===== src/rtl/demux64_12_reg.sv =====
// rtl/demux64_12_reg.sv - registered 1-to-2 stream demux with per-channel holding registers
// Optional transfer counters cnt0/cnt1 are built only when DEMUX_CNT_EN is defined.
module demux64_12_reg #(
  parameter int WIDTH = 64,
  parameter int CNT_W = 16
) (
  input  logic             clk,
  input  logic             rst,
`ifdef DEMUX_CNT_EN
  output logic [CNT_W-1:0] cnt0,
  output logic [CNT_W-1:0] cnt1,
`endif
  input  logic [WIDTH-1:0] i,
  input  logic             i_valid,
  input  logic             S,
  output logic             i_ready,
  output logic [WIDTH-1:0] o0,
  output logic             o0_valid,
  input  logic             o0_ready,
  output logic [WIDTH-1:0] o1,
  output logic             o1_valid,
  input  logic             o1_ready
);

  typedef enum logic {
    EMPTY = 1'b0,
    FULL  = 1'b1
  } state_t;

  state_t st0_q, st0_d;
  state_t st1_q, st1_d;

  logic cap0, cap1;
  logic accept;
  logic load0, load1;
  logic drain0, drain1;

  assign o0_valid = (st0_q == FULL);
  assign o1_valid = (st1_q == FULL);

  // A channel can take a word if it is empty or its current word leaves this cycle.
  assign cap0    = !o0_valid || o0_ready;
  assign cap1    = !o1_valid || o1_ready;
  assign i_ready = S ? cap1 : cap0;

  assign accept = i_valid && i_ready;
  assign load0  = accept && !S;
  assign load1  = accept && S;
  assign drain0 = o0_valid && o0_ready;
  assign drain1 = o1_valid && o1_ready;

  always_ff @(posedge clk) begin
    if (rst) begin
      st0_q <= EMPTY;
      st1_q <= EMPTY;
    end else begin
      st0_q <= st0_d;
      st1_q <= st1_d;
    end
  end

  always_comb begin
    st0_d = st0_q;
    case (st0_q)
      EMPTY:   if (load0) st0_d = FULL;
      FULL:    if (drain0 && !load0) st0_d = EMPTY;
      default: st0_d = EMPTY;
    endcase
  end

  always_comb begin
    st1_d = st1_q;
    case (st1_q)
      EMPTY:   if (load1) st1_d = FULL;
      FULL:    if (drain1 && !load1) st1_d = EMPTY;
      default: st1_d = EMPTY;
    endcase
  end

  // Data registers only change on load, so a stalled word stays put.
  always_ff @(posedge clk) begin
    if (rst) begin
      o0 <= '0;
      o1 <= '0;
    end else begin
      if (load0) o0 <= i;
      if (load1) o1 <= i;
    end
  end

`ifdef DEMUX_CNT_EN
  always_ff @(posedge clk) begin
    if (rst) begin
      cnt0 <= '0;
      cnt1 <= '0;
    end else begin
      if (drain0) cnt0 <= cnt0 + CNT_W'(1);
      if (drain1) cnt1 <= cnt1 + CNT_W'(1);
    end
  end
`endif

endmodule

===== config.mk =====
export PLATFORM = sky130hd
export DESIGN_NAME = demux64_12_reg
export DESIGN_NICKNAME = d
export VERILOG_FILES = /design/src/rtl/demux64_12_reg.sv
export SDC_FILE = /design/constraint.sdc
export NUM_CORES = 1
export LEC_CHECK = 0
export BUFFER_PORTS_ARGS = -buffer_cell sky130_fd_sc_hd__buf_2
export CAP_MARGIN = 10
export CORE_MARGIN = 3
export CORE_UTILIZATION = 55
export CTS_BUF_LIST = sky130_fd_sc_hd__clkbuf_4
export DETAILED_ROUTE_END_ITERATION = 8
export GPL_ROUTABILITY_DRIVEN = 0
export PLACE_DENSITY = 0.88
export RECOVER_POWER = 100
export SLEW_MARGIN = 30
export SYNTH_ARGS = -nofsm -noshare
export SYNTH_HDL_FRONTEND = slang
export SYNTH_SLANG_ARGS = --single-unit

===== constraint.sdc =====
create_clock -name clk -period 3 [get_ports clk]
set_input_delay 0.3 -clock clk [delete_from_list [all_inputs] [get_ports clk]]
set_output_delay 0.3 -clock clk [all_outputs]
set_load 0.05 [all_outputs]

## After elaboration in Yosys (flattened, before gate mapping)

Cells that the tools add are included.

| operators by class | value |
|---|---|
| add/sub/neg operators | 0 |
| multipliers | 0 |
| divide/modulo/power cells | 0 |
| magnitude comparators | 0 |
| equal/unequal tests | 0 |
| shift operators | 0 |
| mux-type cells | 7 |
| bitwise gates (word level) | 2 |
| reductions and logical operators | 14 |

Operators with widths:

| cell | count |
|---|---|
| logical AND 1 bit | 7 |
| logical NOT 1 bit | 5 |
| 2-to-1 mux 1 bit | 5 |
| case mux 1 bit (2 select lines) | 2 |
| logical OR 1 bit | 2 |
| NOT 1 bit | 2 |

| storage, ports and cells | value |
|---|---|
| flip-flop bits (word level) | 130 |
| bits in latches | 0 |
| RAM bits | 0 |
| memory bits (read-only) | 0 |
| input bits | 70 |
| output and inout port bits | 131 |
| word-level logic and storage cells | 27 |
| memories | 0 |

## Longest topological paths before layout

| depth | value |
|---|---|
| depth after elaboration | 9 |
| mapped depth | 5 |
| mapped depth without buffers | 3 |

## Worst setup path before layout

OpenSTA, ideal clock, no wires.

| timing | value |
|---|---|
| kind | flip-flop to flip-flop |
| start | reg st1_q, in the netlist o1_valid |
| end | reg o1[10] |
| library setup time | 0.072 ns |
| data arrival time | 1.398 ns |
| data required time | 2.928 ns |
| setup slack | 1.530 ns |
| cell stages (with the launch flop) | 6 |
| path buffers | 2 |
| clock period less this slack | 1.470 ns |
| cells stage by stage | dfxtp_1 -> nand2b_4 -> nand3_1 -> buf_4 -> buf_4 -> mux2i_1 |

| on the way | value |
|---|---|
| longest elaborated chain between the ends | 5 |

RTL lines:

| what | RTL line | text |
|---|---|---|
| start, declared | 31 | `state_t st1_q, st1_d;` |
| start signal, assigned | 58 | `st1_q <= st1_d;` |
| logical NOT 1 bit | 43 | `assign cap1 = !o1_valid \|\| o1_ready;` |
| logical OR 1 bit | 43 |  |
| 2-to-1 mux 1 bit | 44 | `assign i_ready = S ? cap1 : cap0;` |
| logical AND 1 bit | 46 | `assign accept = i_valid && i_ready;` |
| logical AND 1 bit | 48 | `assign load1 = accept && S;` |
| end signal, assigned | 87 | `if (load1) o1 <= i;` |
| end, declared | 20 | `output logic [WIDTH-1:0] o1,` |

No other way between the ends.
A chain may end at the register's enable or synchronous reset.

## Worst setup path in the final report

| timing | value |
|---|---|
| start | reg st0_q, in the netlist o0_valid |
| end | reg o0[9] |

| on the way | value |
|---|---|
| longest elaborated chain between the ends | 5 |

RTL lines:

| what | RTL line | text |
|---|---|---|
| start, declared | 30 | `state_t st0_q, st0_d;` |
| start signal, assigned | 57 | `st0_q <= st0_d;` |
| logical NOT 1 bit | 42 | `assign cap0 = !o0_valid \|\| o0_ready;` |
| logical OR 1 bit | 42 |  |
| 2-to-1 mux 1 bit | 44 |  |
| logical AND 1 bit | 46 |  |
| logical AND 1 bit | 47 | `assign load0 = accept && !S;` |
| end signal, assigned | 86 | `if (load0) o0 <= i;` |
| end, declared | 17 | `output logic [WIDTH-1:0] o0,` |

No other way between the ends.

==> load_flow_metrics.sql <==
INSERT INTO impl_metrics (metric_group, metric, value, unit) VALUES
('yosys', 'synth_area_per_cell', '11.0', 'um^2'),
('final_layout', 'num-fill-cells', '815', ''),
('global_routing', 'grt_antenna_before_repair', '0', ''),
('run', 'max-cap-violations', '0', ''),
('critical_path', 'worstSetupPathType', 'reg -> reg', ''),
('clock_tree', 'cts_hold_repair.buffers', '0', ''),
('clock_tree', 'clkSlewWorstSetupHoldPaths', '0.12', 'ns'),
('critical_path', 'timing.critical_path.to_type', 'flip-flop', ''),
('timing', 'max_slew_margin', '6.12', '%'),
('floorplan', 'die_area', '0.0111', 'mm^2'),
('final_layout', 'antenna_cells_inserted', '0', ''),
('critical_path', 'critical_path.max_stage_delay', '1.12', 'ns'),
('yosys', 'synth_fp_nets', '564', ''),
('critical_path', 'critical_path.max_fanout', '45', ''),
('yosys', 'yosysWarningCount', '0', ''),
('floorplan', 'floorplan.die.height', '105', 'um'),
('critical_path', 'worstPathBufferInverterCount', '0', ''),
('timing', 'grt_setup_unrepaired', 'no', ''),
('route', 'drt_iter0_markers', '154', ''),
('clock_tree', 'h-tree-depth', '4', ''),
('global_routing', 'first_global_vias', '4128', ''),
('yosys', 'ys_ff_latch', '130', ''),
('critical_path', 'crit_required', '3.40', 'ns'),
('clock_tree', 'number_of_buffers_inserted_during_clock_tree_synthesis', '17', ''),
('final_layout', 'area.growth.synth_to_final', '18.8', '%'),
('route', 'first_pass_iters', '4', ''),
('placement', 'buffer_ports.inserted', '200', ''),
('final_layout', 'final_design_area_no_fill', '0.00645', 'mm^2'),
('timing', 'worst_setup_margin', '0.989', 'ns'),
('placement', 'instance_area_at_placement', '0.00637', 'mm^2'),
('clock_tree', 'tritoncts', 'done', ''),
('timing', 'final_max_slew_viol_count', '0', ''),
('route', 'routedWlPerCell', '14.4', 'um'),
('timing', 'setup_viol_count_final', '0', ''),
('clock_tree', 'ctsResizeCount', '0', ''),
('yosys', 'netlist_instances', '494', ''),
('clock_tree', 'post_cts.repair.setup_buffers', '0', ''),
('floorplan', 'start_util', '57.7', '%'),
('critical_path', 'cpMaxStageDelayCell', 'and3b_2', ''),
('critical_path', 'critical-path-top-delay-family', 'simple AND/OR/NAND/NOR gates', ''),
('timing', 'worst_pin_slew', '1.41', 'ns'),
('critical_path', 'startpoint_type', 'flip-flop', ''),
('placement', 'detailed_place_hpwl', '8.31', 'mm'),
('global_routing', 'grt.overflow.total', '0', ''),
('clock_tree', 'cts.sink_count', '130', ''),
('route', 'drc', '0', ''),
('clock_tree', 'cts.root.buffer_cell', 'clkbuf_4', ''),
('yosys', 'synthDistinctLibCells', '15', ''),
('clock_tree', 'clock_path_buffers', '2', ''),
('floorplan', 'dieWidth', '105', 'um'),
('timing', 'final.setup_skew', '0.0199', 'ns'),
('timing', 'holdWs', '0.0769', 'ns'),
('pwr', 'ir_drop', '0.336', 'mV'),
('floorplan', 'number_of_i_o_pins', '201', ''),
('timing', 'achievable-frequency', '497', 'MHz'),
('clock_tree', 'worst_skew_pair.late_latency', '0.48', 'ns'),
('final_layout', 'layout-drive-gt1-share', '15.0', '%'),
('floorplan', 'core_area', '0.00942', 'mm^2'),
('timing', 'period_needed', '2.01', 'ns'),
('final_layout', 'fin_nets', '750', ''),
('timing', 'timing_hold_violations_final', '0', ''),
('min_path', 'timing.hold.worst.class', 'in -> reg', ''),
('floorplan', 'core.rowCount', '35', ''),
('route', 'route.final.wire_length', '11.9', 'mm'),
('critical_path', 'ordered_list_of_cells_on_the_worst_path', 'nand2b_2, and3b_2, mux2i_1', ''),
('global_routing', 'pin_count_of_the_biggest_net_entering_global_routing', '106', ''),
('timing', 'period_share', '67.0', '%'),
('yosys', 'synth_sequential_area_ratio', '47.9', '%'),
('pwr', 'p_per_area', '567', 'mW/mm^2'),
('global_routing', 'grt_first_pass_wirelength', '19.2', 'mm'),
('global_routing', 'grt_overall_usage', '21.1', '%'),
('route', 'vias_per_cell', '4.91', ''),
('critical_path', 'arrival', '2.41', 'ns'),
('route', 'via_count', '4034', ''),
('timing', 'setup-tns-final', '0', 'ns'),
('route', 'ant_nets', '0', ''),
('yosys', 'synth_area', '0.00543', 'mm^2'),
('pwr', 'cellLeakagePower', '2.74', 'nW'),
('placement', 'worst_slack_placed', '1.21', 'ns'),
('run_status', 'status', 'finished, final reports clean', '');
-- cells in the final DEF, fill, tap and decap left out --
master      synthesis  routed
buf_12              5       1
clkinvlp_4          0       5
nand2b_1          192     193
dfxtp_1           130     130
nand3b_1            1       1
and3b_2             0       1
nand3_4             0       1
clkbuf_1           19     132
inv_6               0       4
mux2_2              1       1
bufinv_16           0       1
clkinv_1            0       2
buf_4               3       1
buf_2               4      68
mux2i_1           128     128
clkinv_4            0       2
clkbuf_4            0      17
clkinv_2            0       1
a21oi_1             2       2
and3_1              0       1
nand2b_2            0       1
-- cells in the mapped netlist, drive strengths merged --
cell type	number	area [um^2]
nand3	1	5.00
dfxtp	130	2600
nand3b	1	7.51
mux2i	128	1280
and3	1	11.3
mux2	1	11.3
and3b	1	12.5
buf	16	188
a21oi	2	10.0
clkbuf	19	71.3
nand2b	194	1230
-- worst paths after layout --
kind / startpoint / endpoint / slack [ns] / cells past startpoint
setup / recovery: o0_valid / o0[9] / 0.99 / 3
setup reg to reg: o0_valid / o0[9] / 0.99 / 3
hold reg to reg: o1[59] / o1[59] / 0.48 / 2
hold / removal: i[57] / o0[57] / 0.08 / 3
-- sequential cells by signal, summed over array words and instances, names as in the netlist --
| signal | count |
|---|---|
| o1 | 64 |
| o0_valid | 1 |
| o0 | 64 |
| o1_valid | 1 |
-- routing by layer --
| layer | vias to the layer above | track usage [%] | routed length (um) | share of wire, % |
|---|---|---|---|---|
| li1 | 1994 | - | - | - |
| met4 | 0 | 5.81 | 183 | 1.5 |
| met3 | 16 | 8.63 | 975 | 8.2 |
| met5 | - | 0 | 0 | 0 |
| met2 | 151 | 37.2 | 5920 | 50 |
| met1 | 1873 | 23.4 | 4780 | 40 |
-- kinds of logic after synthesis --
logic type | count (synthesis) | share of synthesized area (%)
simple gates | 198 | 23.3
flops | 130 | 47.9
compound gates | 2 | 0.184
mux | 129 | 23.8
buf+inv | 35 | 4.77
-- worst register-to-register path: cells and delay by family (launching register included) --
family	cells	cell delay, ns
multiplexers	1	0.36
AND/OR/NAND/NOR	2	1.22
flip-flops	1	0.35
-- area by class of cell --
cell class | instances | area (um^2) | area share, %
Clock inverter | 15 | 133 | 2.06
Tap cell | 129 | 161 | 2.50
Clock buffer | 17 | 128 | 1.98
Timing Repair Buffer | 202 | 863 | 13.4
Sequential cell | 130 | 2600 | 40.4
Multi-Input combinational cell | 329 | 2560 | 39.7
-- power by group --
| part | total [mW] | internal, mW | switching [mW] |
|---|---|---|---|
| Clock | 1.08 | 0.416 | 0.665 |
| Combinational | 0.705 | 0.201 | 0.504 |
| Sequential | 1.87 | 1.82 | 0.0509 |
| Total | 3.65 | 2.43 | 1.22 |
-- per-stage QoR --
stage          util (%)  instances  power (mW)
2_1_floorplan         -        494        2.47
3_3_place_gp       67.7        790        2.62
3_5_place_dp       67.7        790        2.64
4_1_cts            70.5        822        3.72
5_1_grt            68.5        822        3.81
6_report           68.5        822        3.65
Note: power is estimated with default switching activity, not from simulation.
